<file path="config.mk">
export PLATFORM = sky130hd
export DESIGN_NAME = ibniz_pixel_engine_flat
export DESIGN_NICKNAME = d
export VERILOG_FILES = /design/src/rtl/ibniz_pixel_engine_if.sv /design/src/rtl/ibniz_pixel_engine.sv /design/src/flat_wrapper.sv
export SDC_FILE = /design/constraint.sdc
export NUM_CORES = 2
export LEC_CHECK = 0
export CORE_MARGIN = 8
export CORE_UTILIZATION = 60
export DETAILED_ROUTE_END_ITERATION = 10
export DONT_BUFFER_PORTS = 1
export GPL_TIMING_DRIVEN = 1
export PLACE_DENSITY = 0.81
export SLEW_MARGIN = 30
export SYNTH_ARGS = -nofsm -noshare
export SYNTH_HDL_FRONTEND = slang
export SYNTH_SLANG_ARGS = --single-unit
</file>
<file path="constraint.sdc">
create_clock -name clk -period 15.3 [get_ports clk]
set_clock_uncertainty 0.15 [all_clocks]
set_input_delay 3.06 -clock clk [delete_from_list [all_inputs] [get_ports clk]]
set_output_delay 3.06 -clock clk [all_outputs]
set_load 0.05 [all_outputs]
</file>
<file path="src/rtl/ibniz_pixel_engine_if.sv">
// ----------------------------------------------------------------------------
// ibniz_pixel_engine_if
// Bundles the sample/mode inputs and pixel/mode outputs of ibniz_pixel_engine.
//   master : scan-counter side (drives ena, samples and mode requests)
//   slave  : the pixel engine itself
// Signals:
//   ena          global clock enable (0 freezes the engine)
//   in_valid     T_in/X_in/Y_in carry a sample this cycle
//   frame_start  sample is the first pixel of a frame
//   T_in/X_in/Y_in  signed time and coordinates, W bits
//   mode_sel     requested formula, mode_load captures it as pending
//   V_out        pixel value, out_valid marks a new pixel
//   mode_active  formula applied to incoming pixels
//   mode_pending a loaded formula waits for the next frame start
// ----------------------------------------------------------------------------
interface ibniz_pixel_engine_if #(
   parameter int W = 32
);
   logic                ena;
   logic                in_valid;
   logic                frame_start;
   logic signed [W-1:0] T_in;
   logic signed [W-1:0] X_in;
   logic signed [W-1:0] Y_in;
   logic [1:0]          mode_sel;
   logic                mode_load;
   logic signed [W-1:0] V_out;
   logic                out_valid;
   logic [1:0]          mode_active;
   logic                mode_pending;

   modport master (
      output ena, in_valid, frame_start, T_in, X_in, Y_in, mode_sel, mode_load,
      input  V_out, out_valid, mode_active, mode_pending
   );

   modport slave (
      input  ena, in_valid, frame_start, T_in, X_in, Y_in, mode_sel, mode_load,
      output V_out, out_valid, mode_active, mode_pending
   );
endinterface

</file>
<file path="src/rtl/ibniz_pixel_engine.sv">
// ----------------------------------------------------------------------------
// ibniz_pixel_engine
// Mode-selectable Ibniz pixel generator. Each accepted (T, X, Y) sample is
// turned into one pixel value V by a 3-stage pipeline:
//   stage 1 registers the sample together with its effective mode tag,
//   stage 2 forms two partial terms a/b according to the tag,
//   stage 3 combines a and b into V_out.
// Mode changes are frame aligned: a loaded mode is held pending until the
// next accepted frame_start sample, so one frame never mixes formulas.
//
// Ports:
//   clk  clock
//   rst  asynchronous, active-high reset
//   bus  ibniz_pixel_engine_if.slave (ena, in_valid, frame_start, T_in, X_in,
//        Y_in, mode_sel, mode_load -> V_out, out_valid, mode_active,
//        mode_pending)
//
// Parameters: W (data width, >= 16), ROT (mode-0 rotate, 1..W-1),
//             FRAC (fractional bits of T).
//
// Build option: define IBNIZ_SAT_EN to make the mode-0 sum and the mode-1/2
// products saturate to the signed W-bit range instead of wrapping.
// ----------------------------------------------------------------------------
module ibniz_pixel_engine #(
   parameter int W    = 32,
   parameter int ROT  = 7,
   parameter int FRAC = 16
) (
   input logic                 clk,
   input logic                 rst,
   ibniz_pixel_engine_if.slave bus
);

   // -------------------------------------------------------------------------
   // Arithmetic helpers
   // -------------------------------------------------------------------------

   // Rotate right by ROT within W bits (done on the unsigned view).
   function automatic logic signed [W-1:0] rotr(input logic signed [W-1:0] v);
      logic [W-1:0] u;
      u = v;
      return $signed((u >> ROT) | (u << (W - ROT)));
   endfunction

   // ((x>>>4)*(y>>>4))>>>8 evaluated at full 2W precision, truncated to W.
   function automatic logic signed [W-1:0] scaled_product(
      input logic signed [W-1:0] x,
      input logic signed [W-1:0] y
   );
      logic signed [W-1:0]   xs;
      logic signed [W-1:0]   ys;
      logic signed [2*W-1:0] xe;
      logic signed [2*W-1:0] ye;
      logic signed [2*W-1:0] p;
      xs = x >>> 4;
      ys = y >>> 4;
      xe = {{W{xs[W-1]}}, xs};
      ye = {{W{ys[W-1]}}, ys};
      p  = xe * ye;
      p  = p >>> 8;
      return p[W-1:0];
   endfunction

   // Reduce a 2W-bit signed intermediate to the W-bit result: clamp to the
   // signed range when saturation is built in, otherwise keep the low bits.
   function automatic logic signed [W-1:0] fit_w(input logic signed [2*W-1:0] p);
      logic signed [W-1:0] r;
`ifdef IBNIZ_SAT_EN
      logic signed [2*W-1:0] hi;
      logic signed [2*W-1:0] lo;
      hi = $signed({{(W+1){1'b0}}, {(W-1){1'b1}}});
      lo = $signed({{(W+1){1'b1}}, {(W-1){1'b0}}});
      if (p > hi) begin
         r = $signed({1'b0, {(W-1){1'b1}}});
      end else if (p < lo) begin
         r = $signed({1'b1, {(W-1){1'b0}}});
      end else begin
         r = p[W-1:0];
      end
`else
      r = p[W-1:0];
`endif
      return r;
   endfunction

   // Final combine of the partial terms according to the pixel's mode tag.
   function automatic logic signed [W-1:0] combine(
      input logic [1:0]          tag,
      input logic signed [W-1:0] a,
      input logic signed [W-1:0] b
   );
      logic signed [2*W-1:0] ae;
      logic signed [2*W-1:0] be;
      logic signed [W-1:0]   r;
      ae = {{W{a[W-1]}}, a};
      be = {{W{b[W-1]}}, b};
      case (tag)
         2'd0:       r = fit_w(ae + be);
         2'd1, 2'd2: r = fit_w(ae * be);
         2'd3:       r = a ^ b;
         default:    r = '0;
      endcase
      return r;
   endfunction

   // -------------------------------------------------------------------------
   // State
   // -------------------------------------------------------------------------
   logic [1:0]          mode_active_r;
   logic [1:0]          pend_mode_r;
   logic                mode_pending_r;

   logic                v1_r;
   logic [1:0]          tag1_r;
   logic signed [W-1:0] t1_r;
   logic signed [W-1:0] x1_r;
   logic signed [W-1:0] y1_r;

   logic                v2_r;
   logic [1:0]          tag2_r;
   logic signed [W-1:0] a2_r;
   logic signed [W-1:0] b2_r;

   logic                out_valid_r;
   logic signed [W-1:0] v_out_r;

   logic [1:0]          load_mode_s;
   logic                take_s;
   logic [1:0]          eff_mode_s;
   logic signed [W-1:0] a_s;
   logic signed [W-1:0] b_s;

   // Mode decision: a frame-start sample adopts the pending mode; a load in
   // the same cycle takes precedence so the freshly loaded mode applies.
   always_comb begin
      load_mode_s = pend_mode_r;
      take_s      = 1'b0;
      eff_mode_s  = mode_active_r;
      if (bus.mode_load) begin
         load_mode_s = bus.mode_sel;
      end else begin
         load_mode_s = pend_mode_r;
      end
      if (bus.ena && bus.in_valid && bus.frame_start &&
          (mode_pending_r || bus.mode_load)) begin
         take_s     = 1'b1;
         eff_mode_s = load_mode_s;
      end else begin
         take_s     = 1'b0;
         eff_mode_s = mode_active_r;
      end
   end

   // Pending/active mode registers.
   always_ff @(posedge clk or posedge rst) begin
      if (rst) begin
         mode_active_r  <= 2'd0;
         pend_mode_r    <= 2'd0;
         mode_pending_r <= 1'b0;
      end else if (bus.ena) begin
         pend_mode_r <= load_mode_s;
         if (take_s) begin
            mode_active_r  <= eff_mode_s;
            mode_pending_r <= 1'b0;
         end else if (bus.mode_load) begin
            mode_pending_r <= 1'b1;
         end
      end
   end

   // Stage 1: capture the accepted sample and its mode tag.
   always_ff @(posedge clk or posedge rst) begin
      if (rst) begin
         v1_r   <= 1'b0;
         tag1_r <= 2'd0;
         t1_r   <= '0;
         x1_r   <= '0;
         y1_r   <= '0;
      end else if (bus.ena) begin
         v1_r <= bus.in_valid;
         if (bus.in_valid) begin
            tag1_r <= eff_mode_s;
            t1_r   <= bus.T_in;
            x1_r   <= bus.X_in;
            y1_r   <= bus.Y_in;
         end
      end
   end

   // Stage 2 partial terms: a from the coordinates, b from time.
   always_comb begin
      a_s = '0;
      b_s = '0;
      case (tag1_r)
         2'd0: begin
            a_s = x1_r ^ y1_r;
            b_s = rotr(t1_r);
         end
         2'd1: begin
            a_s = scaled_product(x1_r, y1_r);
            b_s = t1_r >>> FRAC;
         end
         2'd2: begin
            a_s = x1_r & y1_r;
            b_s = t1_r >>> FRAC;
         end
         2'd3: begin
            a_s = x1_r + y1_r + (x1_r >>> 6);
            b_s = t1_r >>> FRAC;
         end
         default: begin
            a_s = '0;
            b_s = '0;
         end
      endcase
   end

   // Stage 2 registers.
   always_ff @(posedge clk or posedge rst) begin
      if (rst) begin
         v2_r   <= 1'b0;
         tag2_r <= 2'd0;
         a2_r   <= '0;
         b2_r   <= '0;
      end else if (bus.ena) begin
         v2_r <= v1_r;
         if (v1_r) begin
            tag2_r <= tag1_r;
            a2_r   <= a_s;
            b2_r   <= b_s;
         end
      end
   end

   // Stage 3: combine; V_out keeps its last value across bubbles.
   always_ff @(posedge clk or posedge rst) begin
      if (rst) begin
         out_valid_r <= 1'b0;
         v_out_r     <= '0;
      end else if (bus.ena) begin
         out_valid_r <= v2_r;
         if (v2_r) begin
            v_out_r <= combine(tag2_r, a2_r, b2_r);
         end
      end
   end

   assign bus.V_out        = v_out_r;
   assign bus.out_valid    = out_valid_r;
   assign bus.mode_active  = mode_active_r;
   assign bus.mode_pending = mode_pending_r;

endmodule
</file>
<file path="src/flat_wrapper.sv">
// flat-port wrapper written by rule: the top's interface ports become plain ports
module ibniz_pixel_engine_flat 
#(
   parameter int W    = 32,
   parameter int ROT  = 7,
   parameter int FRAC = 16
)
  (clk, rst, bus_ena, bus_in_valid, bus_frame_start, bus_T_in, bus_X_in, bus_Y_in, bus_mode_sel, bus_mode_load, bus_V_out, bus_out_valid, bus_mode_active, bus_mode_pending);
  ibniz_pixel_engine_if #(.W(W)) bus_i ();
  input logic clk;
  input logic rst;
  input wire logic [$bits(bus_i.ena)-1:0] bus_ena;
  input wire logic [$bits(bus_i.in_valid)-1:0] bus_in_valid;
  input wire logic [$bits(bus_i.frame_start)-1:0] bus_frame_start;
  input wire logic [$bits(bus_i.T_in)-1:0] bus_T_in;
  input wire logic [$bits(bus_i.X_in)-1:0] bus_X_in;
  input wire logic [$bits(bus_i.Y_in)-1:0] bus_Y_in;
  input wire logic [$bits(bus_i.mode_sel)-1:0] bus_mode_sel;
  input wire logic [$bits(bus_i.mode_load)-1:0] bus_mode_load;
  output wire logic [$bits(bus_i.V_out)-1:0] bus_V_out;
  output wire logic [$bits(bus_i.out_valid)-1:0] bus_out_valid;
  output wire logic [$bits(bus_i.mode_active)-1:0] bus_mode_active;
  output wire logic [$bits(bus_i.mode_pending)-1:0] bus_mode_pending;
  assign bus_i.ena = bus_ena;
  assign bus_i.in_valid = bus_in_valid;
  assign bus_i.frame_start = bus_frame_start;
  assign bus_i.T_in = bus_T_in;
  assign bus_i.X_in = bus_X_in;
  assign bus_i.Y_in = bus_Y_in;
  assign bus_i.mode_sel = bus_mode_sel;
  assign bus_i.mode_load = bus_mode_load;
  assign bus_V_out = bus_i.V_out;
  assign bus_out_valid = bus_i.out_valid;
  assign bus_mode_active = bus_i.mode_active;
  assign bus_mode_pending = bus_i.mode_pending;
  ibniz_pixel_engine #(.W(W), .ROT(ROT), .FRAC(FRAC)) u_core (.clk(clk), .rst(rst), .bus(bus_i));
endmodule
</file>
==> metrics.md <==
| Metric | Value |
|---|---|
| Register area share after synthesis | 10.22% |
| Period utilization | 54.93% |
| Synthesis Warnings | 0 |
| CTS tree | yes |
| Post-route ant nets | 0 |
| Max FO, Critical Path | 19 |
| Detailed Routing Iterations Pass 1 | 6 |
| Syn_nets | 6807 |
| GPL Wtd Cong | 0.9972 |
| Slowest stage delay, CP | 0.67 ns |
| RSZ-0062 raised after global routing | no |
| Max-Slew Margin vs Limit | 28.51% |
| CP endpoint kind | flop |
| Cts hold-fix bufs | 0 |
| Post-CTS Repair Setup Buffers | 0 |
| Main synth FF type | dfrtp_1 |
| Drt wl/cell | 23.22 µm |
| Clk_lat worst skew | 0.65 ns |
| Final Setup Violations | 0 |
| Post-layout nets | 6649 |
| Placed wire-length estimate | 111200 µm |
| Design Area, Final | 51980 µm² |
| Die X | 304.5 µm |
| Port bufs | 0 |
| Mapped Area | 49940 µm² |
| Post-route minimum period | 8.405 ns |
| Cell repeated most along the worst path | fa_1 |
| CTS Buf Count | 29 |
| CP Data Arrival Time | 8.79 ns |
| Fillers | 6663 |
| Worst Max-Slew Pin Slew | 1.072 ns |
| Post-Place Cell Area | 50980 µm² |
| Cells after synthesis | 5275 |
| Critical path class | reg2reg |
| Crit path max-delay cell type | dfrtp_1 |
| Final count of pins violating max slew | 0 |
| Worst Hold Class | reg2reg |
| Max_cap viols | 0 |
| # DRC | 0 |
| Final core occ | 62.61% |
| Area Growth Syn to Fin | 4.081% |
| Final WS setup | 6.895 ns |
| I/O pins | 140 |
| Leading area contributor after synthesis | fa_1 |
| Top-count cell post-synth | fa_1 |
| Global Route Usage Sum | 31.47% |
| Die ar. | 92720 µm² |
| Via count | 37530 |
| Netlist cell types | 66 |
| FP Rows | 106 |
| Die Y | 304.5 µm |
| Number of DRC markers in iteration 0 | 3448 |
| Synth top cells by count | fa_1, inv_1, nand2_1 |
| DR vias/cell | 6.026 |
| Final WL | 144600 µm |
| CTS H-Tree Depth | 1 |
| Status | finished, final reports clean |
| Resized Gates After CTS | 0 |
| Endpoints failing hold | 0 |
| Layout cell share with drive strength beyond 1 | 5.642% |
| CTS max path bufs | 3 |
| Initial Utilization | 60.15% |
| Clk sink count | 204 |
| Post-synth EDFFs | 0 |
| Peak Freq | 0.1190 GHz |
| CP required | 15.68 ns |
| Vias in the first global route | 40990 |
| Worst-path clk slew | 0.07 ns |
| Initial antenna violation count | 13 |
| CP Launch Type | flop |
| Post-route setup TNS | 0 ns |
| Pin count of the biggest net entering global routing | 95 |
| Clk root buf | clkbuf_16 |
| DP Worst Slack | 6.836 ns |
| Share of the synthesized area in the top cell type | 41.53% |
| Seq cells post-synth | 204 |
| CORE AREA | 83020 µm² |
| Ys async rst share | 100.0% |
| Syn_area_per_cell | 9.467 µm² |
| Top post-synthesis cells by area | fa_1, dfrtp_1, ha_1 |
| First-pass GRT wire length | 228400 µm |
| Total grt overflow | 0 |
layer usage:
layer	up-vias	global-route usage, %	part of all wire [%]
met4	6	19.00	7.5
li1	15730	-	-
met3	634	7.287	11
met2	2232	51.65	47
met1	18930	37.80	35
met5	-	0	0.032
cells by family after synthesis:
logic type | share of synthesized area, %
and+or+nand+nor | 15.15
adders and majority gates | 51.35
buffers and inverters | 9.839
AOI/OAI and AO/OA | 6.258
DFF | 10.22
xor gates and xnor gates | 3.543
muxes | 3.638
critical path, delay by kind of cell (launching register included):
| kind | cells | cell delay (ns) |
|---|---|---|
| buffers and inverters | 4 | 0.52 |
| muxes | 2 | 0.73 |
| xor gates and xnor gates | 1 | 0.15 |
| and+or+nand+nor | 2 | 0.29 |
| DFF | 1 | 0.67 |
| adders and majority gates | 9 | 4.10 |
| AOI/OAI and AO/OA | 7 | 1.67 |
per-stage QoR:
stage,cells,hold WS (ns)
final,6228,0.3393
after detailed placement,6166,0.3208
after global placement,6166,0.3121
after floorplan,5275,0.2974
after global routing,6223,0.3587
after CTS,6220,0.3339
cells in the final DEF, fill, tap and decap left out, types with 18 or more instances in the layout:
cell	instances
a211oi_1	36
a21o_1	59
a21oi_1	125
a221oi_1	21
and2_1	643
buf_4	93
clkbuf_16	29
dfrtp_1	197
fa_1	1036
ha_1	391
inv_1	1026
mux2_2	106
mux2i_1	24
nand2_1	656
nor2_1	73
nor2b_1	30
nor3_1	18
o21ai_0	97
xnor2_1	142
xor2_1	60
layout make-up:
class                      instances  area (µm²)  share of cell area, %
antenna                            8       20.02                0.03851
clock buffer                      37       785.8                  1.512
clock inverter                    17       195.2                 0.3755
inverter                        1027        3862                  7.431
multi-input combinational       3762       39950                  76.86
sequential                       204        5114                  9.838
tap                             1080        1351                  2.600
timing repair buffer              93       698.2                  1.343
final timing paths:
| path | startpoint | to | slack (ns) | cells past startpoint |
|---|---|---|---|---|
| min reg2reg | u_core.a2_r[5] | u_core.a2_r[5] | 0.34 | 2 |
| min | u_core.a2_r[5] | u_core.a2_r[5] | 0.34 | 2 |
| max | u_core.y1_r[8] | u_core.a2_r[20] | 6.90 | 25 |
| max in group asynchronous | rst | u_core.b2_r[16] | 10.58 | 3 |
| min in group asynchronous | rst | u_core.y1_r[2] | 2.23 | 1 |
| max reg2reg | u_core.y1_r[8] | u_core.a2_r[20] | 6.90 | 25 |
state kept, by name (all words and copies together), names as in the netlist:
name,cells
u_core.a2_r,32
u_core.b2_r,32
u_core.bus.V_out,32
u_core.t1_r,32
u_core.x1_r,32
u_core.y1_r,32
u_core.bus.mode_active,2
u_core.pend_mode_r,2
u_core.tag1_r,2
u_core.tag2_r,2
u_core.bus.mode_pending,1
u_core.bus.out_valid,1
u_core.v1_r,1
u_core.v2_r,1
Power is not shown: default switching activity piles up to over one toggle a cycle in this logic, so the estimate is an artifact.
